$ cat src/rtl/transmitter.sv
// UART message transmitter.
//
// Sends a fixed message of MSG_LEN bytes ("UART" by default) as back-to-back
// UART frames whenever start shows a rising edge while the block is idle.
// Default frame is 8N1; defining TX_PARITY_EN inserts an even-parity bit
// between the data bits and the stop bit (8E1).
//
// Parameters:
//   CLK_FREQ  input clock frequency in Hz
//   BAUD      serial bit rate in bit/s
//   MSG_LEN   number of bytes sent per message
//
// Ports:
//   clk    rising-edge clock for all logic
//   rst    synchronous, active-high reset
//   start  message request; only a rising edge starts a transmission
//   tx     registered serial line, idle high
//
// Optional feature macro: TX_PARITY_EN

module transmitter #(
   parameter int unsigned CLK_FREQ = 100000000,
   parameter int unsigned BAUD     = 115200,
   parameter int unsigned MSG_LEN  = 4
) (
   input  logic clk,
   input  logic rst,
   input  logic start,
   output logic tx
);

   localparam int unsigned CLKS_PER_BIT = CLK_FREQ / BAUD;
   localparam int unsigned CNT_W = (CLKS_PER_BIT > 1) ? $clog2(CLKS_PER_BIT) : 1;
   localparam int unsigned IDX_W = (MSG_LEN > 1) ? $clog2(MSG_LEN) : 1;
   localparam logic [CNT_W-1:0] CNT_MAX  = CNT_W'(CLKS_PER_BIT - 1);
   localparam logic [IDX_W-1:0] IDX_LAST = IDX_W'(MSG_LEN - 1);

   typedef enum logic [2:0] {
      StIdle,
      StStartBit,
      StData,
`ifdef TX_PARITY_EN
      StParity,
`endif
      StStop
   } state_t;

   state_t           state;
   logic [CNT_W-1:0] baud_cnt;
   logic [2:0]       bit_cnt;
   logic [IDX_W-1:0] idx;
   logic             start_d;
   logic [7:0]       cur_byte;
   logic             trigger;
   logic             bit_end;

   assign trigger = start & ~start_d;
   assign bit_end = (baud_cnt == CNT_MAX);

   // Message ROM; positions beyond the built-in text read as zero.
   always_comb begin
      cur_byte = 8'h00;
      case (32'(idx))
         0: cur_byte = 8'h55;
         1: cur_byte = 8'h41;
         2: cur_byte = 8'h52;
         3: cur_byte = 8'h54;
         default: cur_byte = 8'h00;
      endcase
   end

   always_ff @(posedge clk) begin
      if (rst) begin
         state    <= StIdle;
         tx       <= 1'b1;
         baud_cnt <= '0;
         bit_cnt  <= '0;
         idx      <= '0;
         start_d  <= 1'b0;
      end else begin
         start_d <= start;

         // Baud counter restarts at every bit boundary; held at zero in idle.
         if (state != StIdle) begin
            baud_cnt <= bit_end ? '0 : baud_cnt + CNT_W'(1);
         end

         case (state)
            StIdle: begin
               tx       <= 1'b1;
               baud_cnt <= '0;
               bit_cnt  <= '0;
               idx      <= '0;
               if (trigger) begin
                  state <= StStartBit;
                  tx    <= 1'b0;
               end
            end

            StStartBit: begin
               if (bit_end) begin
                  state <= StData;
                  tx    <= cur_byte[0];
               end
            end

            StData: begin
               if (bit_end) begin
                  if (bit_cnt == 3'd7) begin
                     bit_cnt <= '0;
`ifdef TX_PARITY_EN
                     state   <= StParity;
                     tx      <= ^cur_byte;
`else
                     state   <= StStop;
                     tx      <= 1'b1;
`endif
                  end else begin
                     bit_cnt <= bit_cnt + 3'd1;
                     tx      <= cur_byte[bit_cnt + 3'd1];
                  end
               end
            end

`ifdef TX_PARITY_EN
            StParity: begin
               if (bit_end) begin
                  state <= StStop;
                  tx    <= 1'b1;
               end
            end
`endif

            StStop: begin
               if (bit_end) begin
                  if (idx == IDX_LAST) begin
                     // Any trigger on this edge is dropped: we are not yet idle.
                     state <= StIdle;
                     tx    <= 1'b1;
                     idx   <= '0;
                  end else begin
                     // Next frame follows with no idle gap.
                     state <= StStartBit;
                     tx    <= 1'b0;
                     idx   <= idx + IDX_W'(1);
                  end
               end
            end

            default: begin
               state <= StIdle;
               tx    <= 1'b1;
            end
         endcase
      end
   end

endmodule

$ cat config.mk
export PLATFORM = sky130hd
export DESIGN_NAME = transmitter
export DESIGN_NICKNAME = d
export VERILOG_FILES = /design/src/rtl/transmitter.sv
export SDC_FILE = /design/constraint.sdc
export NUM_CORES = 1
export LEC_CHECK = 0
export CORE_MARGIN = 1
export CORE_UTILIZATION = 30
export CTS_BUF_LIST = sky130_fd_sc_hd__clkbuf_4
export DETAILED_ROUTE_END_ITERATION = 10
export GPL_TIMING_DRIVEN = 0
export HOLD_SLACK_MARGIN = 0.15
export PLACE_DENSITY = 0.54
export SYNTH_ARGS = -nofsm -noshare
export SYNTH_HDL_FRONTEND = slang
export SYNTH_SLANG_ARGS = --single-unit
$ cat constraint.sdc
create_clock -name clk -period 2.52 [get_ports clk]
set_clock_uncertainty 0.1 [all_clocks]
set_input_delay 0.756 -clock clk [delete_from_list [all_inputs] [get_ports clk]]
set_output_delay 0.756 -clock clk [all_outputs]
set_load 0.03 [all_outputs]
* Yosys cells after proc, flatten, opt, wreduce, memory -nomap -nowiden
Index checks and enable logic that the tools add are counted.
Word-level totals: output and inout bits 1, word-level logic and storage cells 59, latch bits 0, input bits 3, flip-flop bits (word level) 20, bits in read-only memories 0, memory bits (writable) 0, memories kept 0
Cells by class: reductions and logical operators 10, muxes and demuxes 24, shift operators 0, $mul 0, div/mod/pow operators 0, $add $sub $neg 3, bitwise logic cells 2, equal/unequal tests 13, order comparisons 1
Operators by type and width (count):
- $pmux W8 S4 | 1
- $mux W3 | 7
- $pmux W3 S4 | 1
- $add A10 B1 Y10 const B | 1
- $eq A10 B10 Y1 const B | 1
- $mux W10 | 1
- $ne A2 B2 Y1 const B | 5
- $mux W1 | 8
- $eq A3 B2 Y1 const B | 2
- $pmux W3 S2 | 1
- $reduce_and A5 Y1 | 1
- $eq A2 B2 Y1 const B | 2
- $lt A3 B4 Y1 const B | 1
- $mux W2 | 2
- $pmux W1 S4 | 1
- $pmux W2 S2 | 1
- $reduce_and A2 Y1 | 2
- $reduce_bool A2 Y1 | 2
- $add A3 B1 Y3 const B | 1
- $bmux W1 S3 | 1
- $eq A3 B1 Y1 const B | 1
- $eq A3 B3 Y1 const B | 1
- $logic_not A3 Y1 | 1
- $reduce_and A3 Y1 | 1
- 7 further kinds | 7

* Logic depth before layout (Yosys ltp)
word-level depth 7, gate-level depth with buffers 7, mapped depth without buffers 6

* Worst setup path after synthesis
OpenSTA, ideal clock, no wires.
path kind register to register, start register state[0], end register state[0], slack 0.715 ns, cell stages (with the launch flop) 8, setup time 0.121 ns, arrival 1.585 ns, path buffers 1, data required time 2.299 ns, period minus slack after synthesis 1.805 ns, cells stage by stage dfxtp_1 > inv_1 > ha_1 > clkbuf_1 > or3_1 > a21oi_1 > a31oi_1 > mux2_2
On the way: word-level cells in the longest chain between the ends 3, elaborated cells on any way between the ends 11, classes of those cells 8 x eq/ne; 1 x mux; 2 x reduce/logical
RTL lines:
- from (decl) | line 48 | state_t state;
- from (signal assigned) | line 74 | state <= StIdle;
- from (signal assigned) | line 95 | state <= StStartBit;
- from (signal assigned) | line 102 | state <= StData;
- $eq A3 B2 Y1, or another cell as far along | line 88 | case (state)
- $ne A2 B2 Y1 (no line)
- $reduce_and A5 Y1 (no line)
Several ways; a longest one is shown, not always the timed one. A chain may end at the register's enable or synchronous reset.

* Worst setup path after layout
start register tx, end output tx
RTL lines:
- from (decl) | line 29 | output logic tx
- from (signal assigned) | line 103 | tx <= cur_byte[0];
- from (signal assigned) | line 120 | tx <= cur_byte[bit_cnt + 3'd1];
No word-level cell between the ends.

==> impl_summary.log <==
INFO  metric timing.fmax = 0.455 GHz
INFO  metric global_route_wire_length_before_repair = 3.68 mm
INFO  metric first_global_vias = 850
INFO  metric die_boundary_width = 62.1 µm
INFO  metric crit_path_max_fanout = 2
INFO  metric routed_via_density = 4.83
INFO  metric vdd_ir_drop_max = 0.315 mV
INFO  metric antenna_violations_before_repair = 0
INFO  metric cts_hold_buffers = 0
INFO  metric final_antenna_net_count = 0
INFO  metric dpl_worst_slack = 0.249 ns
INFO  metric rows = 21
INFO  metric design.final.nets = 146
INFO  metric worstHoldPathType = reg2reg
INFO  metric dpl.cell_count = 172
INFO  metric first_pass_iters = 4
INFO  metric clock_latency = 0.31 ns
INFO  metric cts.sink_count = 19
INFO  metric worst_r2r_startpoint = state[0]
INFO  metric maxSlewViolCount = 0
INFO  metric worst-path-buf-inv = 1
INFO  metric globalRouteOverflowTotal = 0
INFO  metric area_growth = 10.6%
INFO  metric post_synth_instance_area = 1080 µm²
INFO  metric endpoint_kind = output port
INFO  metric crit_path_cell_trace = clkdlybuf4s50_1
INFO  metric synth_xor_area_frac = 0.0647
INFO  metric post_route_cells_drive_above_1_share = 0.0615
INFO  metric final-instance-count-excl-fill = 176
INFO  metric initial_core_util = 0.320
INFO  metric drc = 0
INFO  metric maxCapViolCount = 0
INFO  metric synth-seq-cells = 19
INFO  metric grt_use_total = 0.115
INFO  metric totalWireLength = 1.94 mm
INFO  metric power = 809 µW
INFO  metric yosys-mux-area-fraction = 0.0196
INFO  metric tightestPinTransition = 0.448 ns
INFO  metric cts_buffer_depth = 2
INFO  metric critical_path.startpoint_type = flip-flop
INFO  metric critPathKind = reg2out
INFO  metric synth.lib_cells_used.distinct = 33
INFO  metric cts_inserted_buffers = 3
INFO  metric commonest_cells_after_routing_fill_and_taps_aside = 19 x sky130_fd_sc_hd__dfxtp_1, 15 x sky130_fd_sc_hd__nor2_1, 12 x sky130_fd_sc_hd__ha_1, 7 x sky130_fd_sc_hd__inv_1, 7 x sky130_fd_sc_hd__nand2_1
INFO  metric die_outline_height = 62.1 µm
INFO  metric avgSynthCellArea = 8.81 µm²
INFO  metric post-cts-setup-buffer-count = 0
INFO  metric slowest_stage_cell_crit_path = sky130_fd_sc_hd__clkdlybuf4s50_1
INFO  metric synth_fp_nets = 138
INFO  metric yosys.area_share.simple = 0.268
INFO  metric final_wtd_congestion = 0.759
INFO  metric dpl.hpwl = 1.48 mm
INFO  metric status = finished, final reports clean
INFO  metric slowest_delay = 0.67 ns
INFO  metric tritoncts = done
INFO  metric finalCritPeriodShare = 0.871
INFO  metric pwrdens = 675 nW/µm²
INFO  metric clock_tree.root_cell = sky130_fd_sc_hd__clkbuf_4
INFO  metric setup_total_neg_slack = 0 ns
INFO  metric critical_path_required = 1.66 ns
INFO  metric synthesis.instances = 123
INFO  metric worst-endpoint-arrival = 1.34 ns
INFO  metric unrepaired_setup_endpoints_after_global_routing = no
INFO  metric hold_path.startpoint = baud_cnt[0]
INFO  metric synth_top_family_by_area = simple AND/OR/NAND/NOR gates
INFO  metric leakage = 0.000426 µW
INFO  metric pin_count = 4
INFO  metric timing.max_slew.rel_slack = 0.701
INFO  metric first_iter_violations = 43
INFO  metric antennaDiodeCount = 0
INFO  metric post_synth_fa_ha_maj_area_fraction = 0.139
INFO  metric worst_slack = 0.324 ns
INFO  metric cpLargestDelayFamily = buffers and inverters
INFO  metric final-setup-viol-count = 0
INFO  metric total_vias_in_the_final_route = 850
INFO  metric die_area = 3860 µm²
INFO  metric cts.clk_slew.worst_paths = 0.13 ns
INFO  metric ys.warnings.count = 0
INFO  metric average_wire_per_cell_in_the_routed_design = 11.0 µm
INFO  metric post-route-min-period = 2.20 ns
INFO  metric cts.htree.levels = 1
INFO  metric synth_compound_gate_area_share = 0.103
INFO  metric cts-resized-gates = 0
INFO  metric core_area = 3390 µm²
INFO  metric port_buffers = 3
INFO  metric cp-startpoint = tx
INFO  metric most_common_cell_after_layout_fill_and_taps_aside = sky130_fd_sc_hd__dfxtp_1
INFO  metric grt_start_max_net_pins = 12
INFO  metric synth.yosys.seq_area_share = 0.351
INFO  metric hold_violations = 0
-- kinds of logic (layout without fill, tap and decap cells) --
kind of cell,count (synthesis),count (layout)
muxes,2,2
xor gates and xnor gates,8,8
adders and majority gates,12,12
buffers and inverters,12,19
and+or+nand+nor,53,53
DFF,19,19
AOI/OAI and AO/OA,17,17
-- synth_stat cells (all sizes together) --
cell type	number	area, µm²
nor4	2	12.5
a32oi	1	8.76
a21oi	6	30.0
a41oi	1	8.76
and4	1	8.76
nor4b	2	17.5
xnor2	6	52.6
nand2b	5	31.3
nand3	4	20.0
nor2	15	56.3
nand3b	2	15.0
nand4b	2	17.5
mux2	1	11.3
a31oi	2	12.5
buf	2	22.5
xor2	2	17.5
dfxtp	19	380
o21ai	2	10.0
nand2	7	26.3
nor2b	3	18.8
and2	1	6.26
nor3	3	15.0
a221oi	1	8.76
and4b	1	13.8
inv	7	26.3
ha	12	150
mux2i	1	10.0
o211ai	2	15.0
or3	3	18.8
o41ai	1	8.76
o2111ai	1	8.76
and3	2	12.5
clkbuf	3	11.3
-- area by class of cell --
type | count | area (µm²)
clock inverter | 1 | 5.00
sequential | 19 | 380
buffer | 5 | 33.8
inverter | 7 | 26.3
fill | 355 | 2190
tap | 46 | 57.6
clock buffer | 3 | 22.5
timing repair buffer | 3 | 30.0
multi-input combinational | 92 | 643
-- worst paths after layout --
check                           slack [ns]     endpoint  depth (start not counted)
worst max-delay path                  0.32           tx                          1
worst min register to register        0.36  baud_cnt[0]                          1
worst min-delay path                  0.36  baud_cnt[0]                          1
worst max register to register        0.54     state[0]                          7
-- flip-flops by register name (all words and copies together), names as in the netlist --
| signal | flops |
|---|---|
| state | 2 |
| start_d | 1 |
| idx | 2 |
| baud_cnt | 10 |
| bit_cnt | 3 |
| tx | 1 |
-- power by group --
group	internal, µW	total [µW]	leakage [µW]	switching, µW
clock network	59.2	163	0.0000177	104
registers	329	349	0.000154	19.8
logic	124	298	0.000255	173
total	512	809	0.000426	297
-- per-stage QoR --
| step | instance area, µm² | util | hold WS, ns |
|---|---|---|---|
| finish | 1200 | 0.354 | 0.365 |
| detailed placement | 1170 | 0.346 | 0.344 |
| floorplan | 1080 | - | 0.317 |
| global placement | 1170 | 0.346 | 0.329 |
| global route | 1200 | 0.354 | 0.393 |
| CTS | 1200 | 0.354 | 0.367 |
-- routing by layer --
layer / up-vias / share of wire / global-route usage
li1: 442 / - / -
met1: 403 / 0.48 / 0.138
met2: 5 / 0.49 / 0.206
met3: 0 / 0.031 / 0.0386
met4: 0 / 0 / 0.00872
met5: - / 0 / 0
No activity file was read; power rests on OpenSTA's default activity.
==> variant (same settings) <==
Build with the macro `TX_PARITY_EN` defined.
--- a/src/rtl/transmitter.sv
+++ b/src/rtl/transmitter.sv
@@ -17,6 +17,8 @@
 //   tx     registered serial line, idle high
 //
 // Optional feature macro: TX_PARITY_EN
+
+`define TX_PARITY_EN
 
 module transmitter #(
    parameter int unsigned CLK_FREQ = 100000000,
Formal check against the unedited RTL: same outputs for any inputs over 10 cycles, from zero or initial values and one cycle with rst high; that may be too few to reach the edited logic, so the function may still have changed.
==> variant against the unedited design <==
Setup slack lost 0.024 ns; design area grew 8.5%; wire length grew 20%; die area grew 7.5%; via count grew 17%; synthesized cell count grew 8.9%; global-route usage grew 1.3 points; power shrank 0.36%; synthesized area grew 7.7%; sequential cell count grew 1.
==> variant: results (changes against the unedited design) <==
Outcome:
- The flow ran to the end, and the final reports show no timing, DRC or antenna violations.

Synthesis:
- The proportion of synthesized flip-flops having asynchronous set or reset is 0% (unchanged).
- The total nets after synthesis is 145 (+5.1%).
- By area the synthesized netlist is led by dfxtp_1 (34%), ha_1 (8.6%), nand2_1 (4.5%).
- The unique cell type count in the Yosys netlist is 42 (+27%).
- The total number of yosys warnings was 0 (unchanged).
- In the synthesized netlist, the cells that appear most often are dfxtp_1 (20), nand2_1 (14), nor2_1 (13), ha_1 (8).
- The post-synthesis sequential area ratio is 34.3% (-0.81 points).

STA:
- The final max-slew violation count was 0 (unchanged).
- The actual slew at the worst max-slew pin came to 0.654 ns (+0.206 ns).
- The final number of setup-violating endpoints is 0 (unchanged).

Critical path:
- The number of buffer and inverter instances along the worst setup path is 1 (unchanged).
- The largest single stage delay on the critical path is 0.68 ns.
- For this design, the slowest cell found on the critical path is clkdlybuf4s50_1.
- The highest net fanout along the worst path was 2 (unchanged).
- The data arrival time of the critical path is 1.36 ns (+0.02 ns).
- The cell family contributing the most delay on the critical path is buffers and inverters.

Global route:
- The maximum number of pins on one net before global-route repair was 13 (+1).
- The global routing met2 resource utilization is 21.3% (+0.71 points).
- The met3 track utilization from global routing is 3.39% (-0.47 points).
- The global router's overall resource usage was 12.8% (+1.3 points).
- The via count of the first global-routing pass is 963 (+13%).
- The global-route wire length before repair is 4.25 mm (+15%).
- The number of antenna violations at the first check in global routing was 0 (unchanged).
- The met1 capacity usage during global routing came to 16.7% (+2.9 points).

Routing:
- The detailed-router iteration count before antenna repair is 4 (unchanged).
- The number of DRC violations after detailed-routing iteration 0 is 30 (-30%).
- The detail-routed via count per cell is 5.30 (+9.8%).
- The total detailed-routing wirelength is 2.33 mm (+20%).

Layout:
- The count of antenna diodes in the layout is 0 (unchanged).
- The largest registers in the layout are baud_cnt: 10 flops, bit_cnt: 3 flops, state: 3 flops.
- The count of filler cells inserted in the layout came to 389 (+9.6%).
- The fraction of layout instances using a drive strength above 1 was 8.57% (+2.4 points).

Clock tree:
- The number of resized instances in the post-cts repair step was 0 (unchanged).
- In this run the clock root is driven by a clkbuf_4.
- The clock latency at the later pin of the worst-skew pair is 0.32 ns.
- The total CTS buffers came to 3 (unchanged).
- The post-CTS setup repair buffer count is 0 (unchanged).
- The post-CTS clock slew at the launch and capture registers of the worst setup and hold paths is 0.11 ns (-0.02 ns).
- The maximum buffer depth of the clock tree is 2 (unchanged).

Hold path:
- The path type of the worst min-delay path is reg -> reg.

Placement:
- The number of I/O port buffers is 2 (-1).
- The weighted congestion reported at the end of routability-driven placement is 0.805 (+6.1%).
- The post-place instance area was 0.00125 mm2 (+6.5%).
- The detailed-placement wirelength estimate is 1.73 mm (+17%).

Pwr:
- The standby leakage power came to 0.460 nW (+7.9%).
- The peak supply drop was 0.360 mV (+14%).
[variant: cell types whose count changed after synthesis, sizes merged, moves of 2 or more]
| cell | change |
|---|---|
| or3b | +2 |
| nand4 | +3 |
| nor2 | -2 |
| xor2 | +3 |
| o211ai | -2 |
| o21ai | +2 |
| nand2b | -3 |
| nand2 | +7 |
| inv | -2 |
| a21oi | -3 |
| ha | -4 |
| o311ai | +3 |
| mux2i | +2 |
[variant: path summary, 6_finish.rpt]
check / cells after the start / slack, ns / start / endpoint
setup / recovery: 1 / 0.30 / tx / tx
hold / removal: 2 / 0.37 / bit_cnt[1] / bit_cnt[1]
setup reg to reg: 6 / 0.46 / idx[0] / tx
hold reg to reg: 2 / 0.37 / bit_cnt[1] / bit_cnt[1]
[variant: through the flow]
step           hold WS [ns]  util (%)  setup WS (ns)  cells
6_report              0.374      35.2          0.300    188
5_1_grt               0.393      35.2          0.257    188
4_1_cts               0.375      35.2          0.294    188
3_5_place_dp          0.358      33.8          0.201    184
3_3_place_gp          0.343      33.8          0.229    184
2_1_floorplan         0.327         -          0.642    134
[variant: cell type report]
cell class,instances,area share (%)
clock inverters,1,2.31
clock buffers,3,1.73
well taps,48,4.62
repair buffers,2,1.54
inverters,5,1.44
flip-flops and latches,20,30.8
plain buffers,5,1.73
multi-input cells,104,55.8
[variant: report_power, final]
part           total (mW)  internal [mW]  switching, mW
clock               0.270          0.161          0.109
combinational       0.187         0.0777          0.109
sequential          0.350          0.333         0.0166
total               0.806          0.572          0.234
[variant: kinds of logic after synthesis]
| kind of cell | after synthesis | synth area share, % |
|---|---|---|
| compound gates | 21 | 12.8 |
| xor+xnor | 10 | 7.50 |
| fa+ha+maj | 8 | 8.57 |
| buf+inv | 10 | 3.54 |
| flops | 20 | 34.3 |
| mux | 4 | 3.54 |
| simple gates | 61 | 29.8 |
[variant: routing by layer]
| layer | share of wire [%] | routed length [um] |
|---|---|---|
| met5 | 0 | 0 |
| met4 | 0.39 | 9 |
| met3 | 4.4 | 103 |
| met2 | 47 | 1090 |
| met1 | 48 | 1130 |
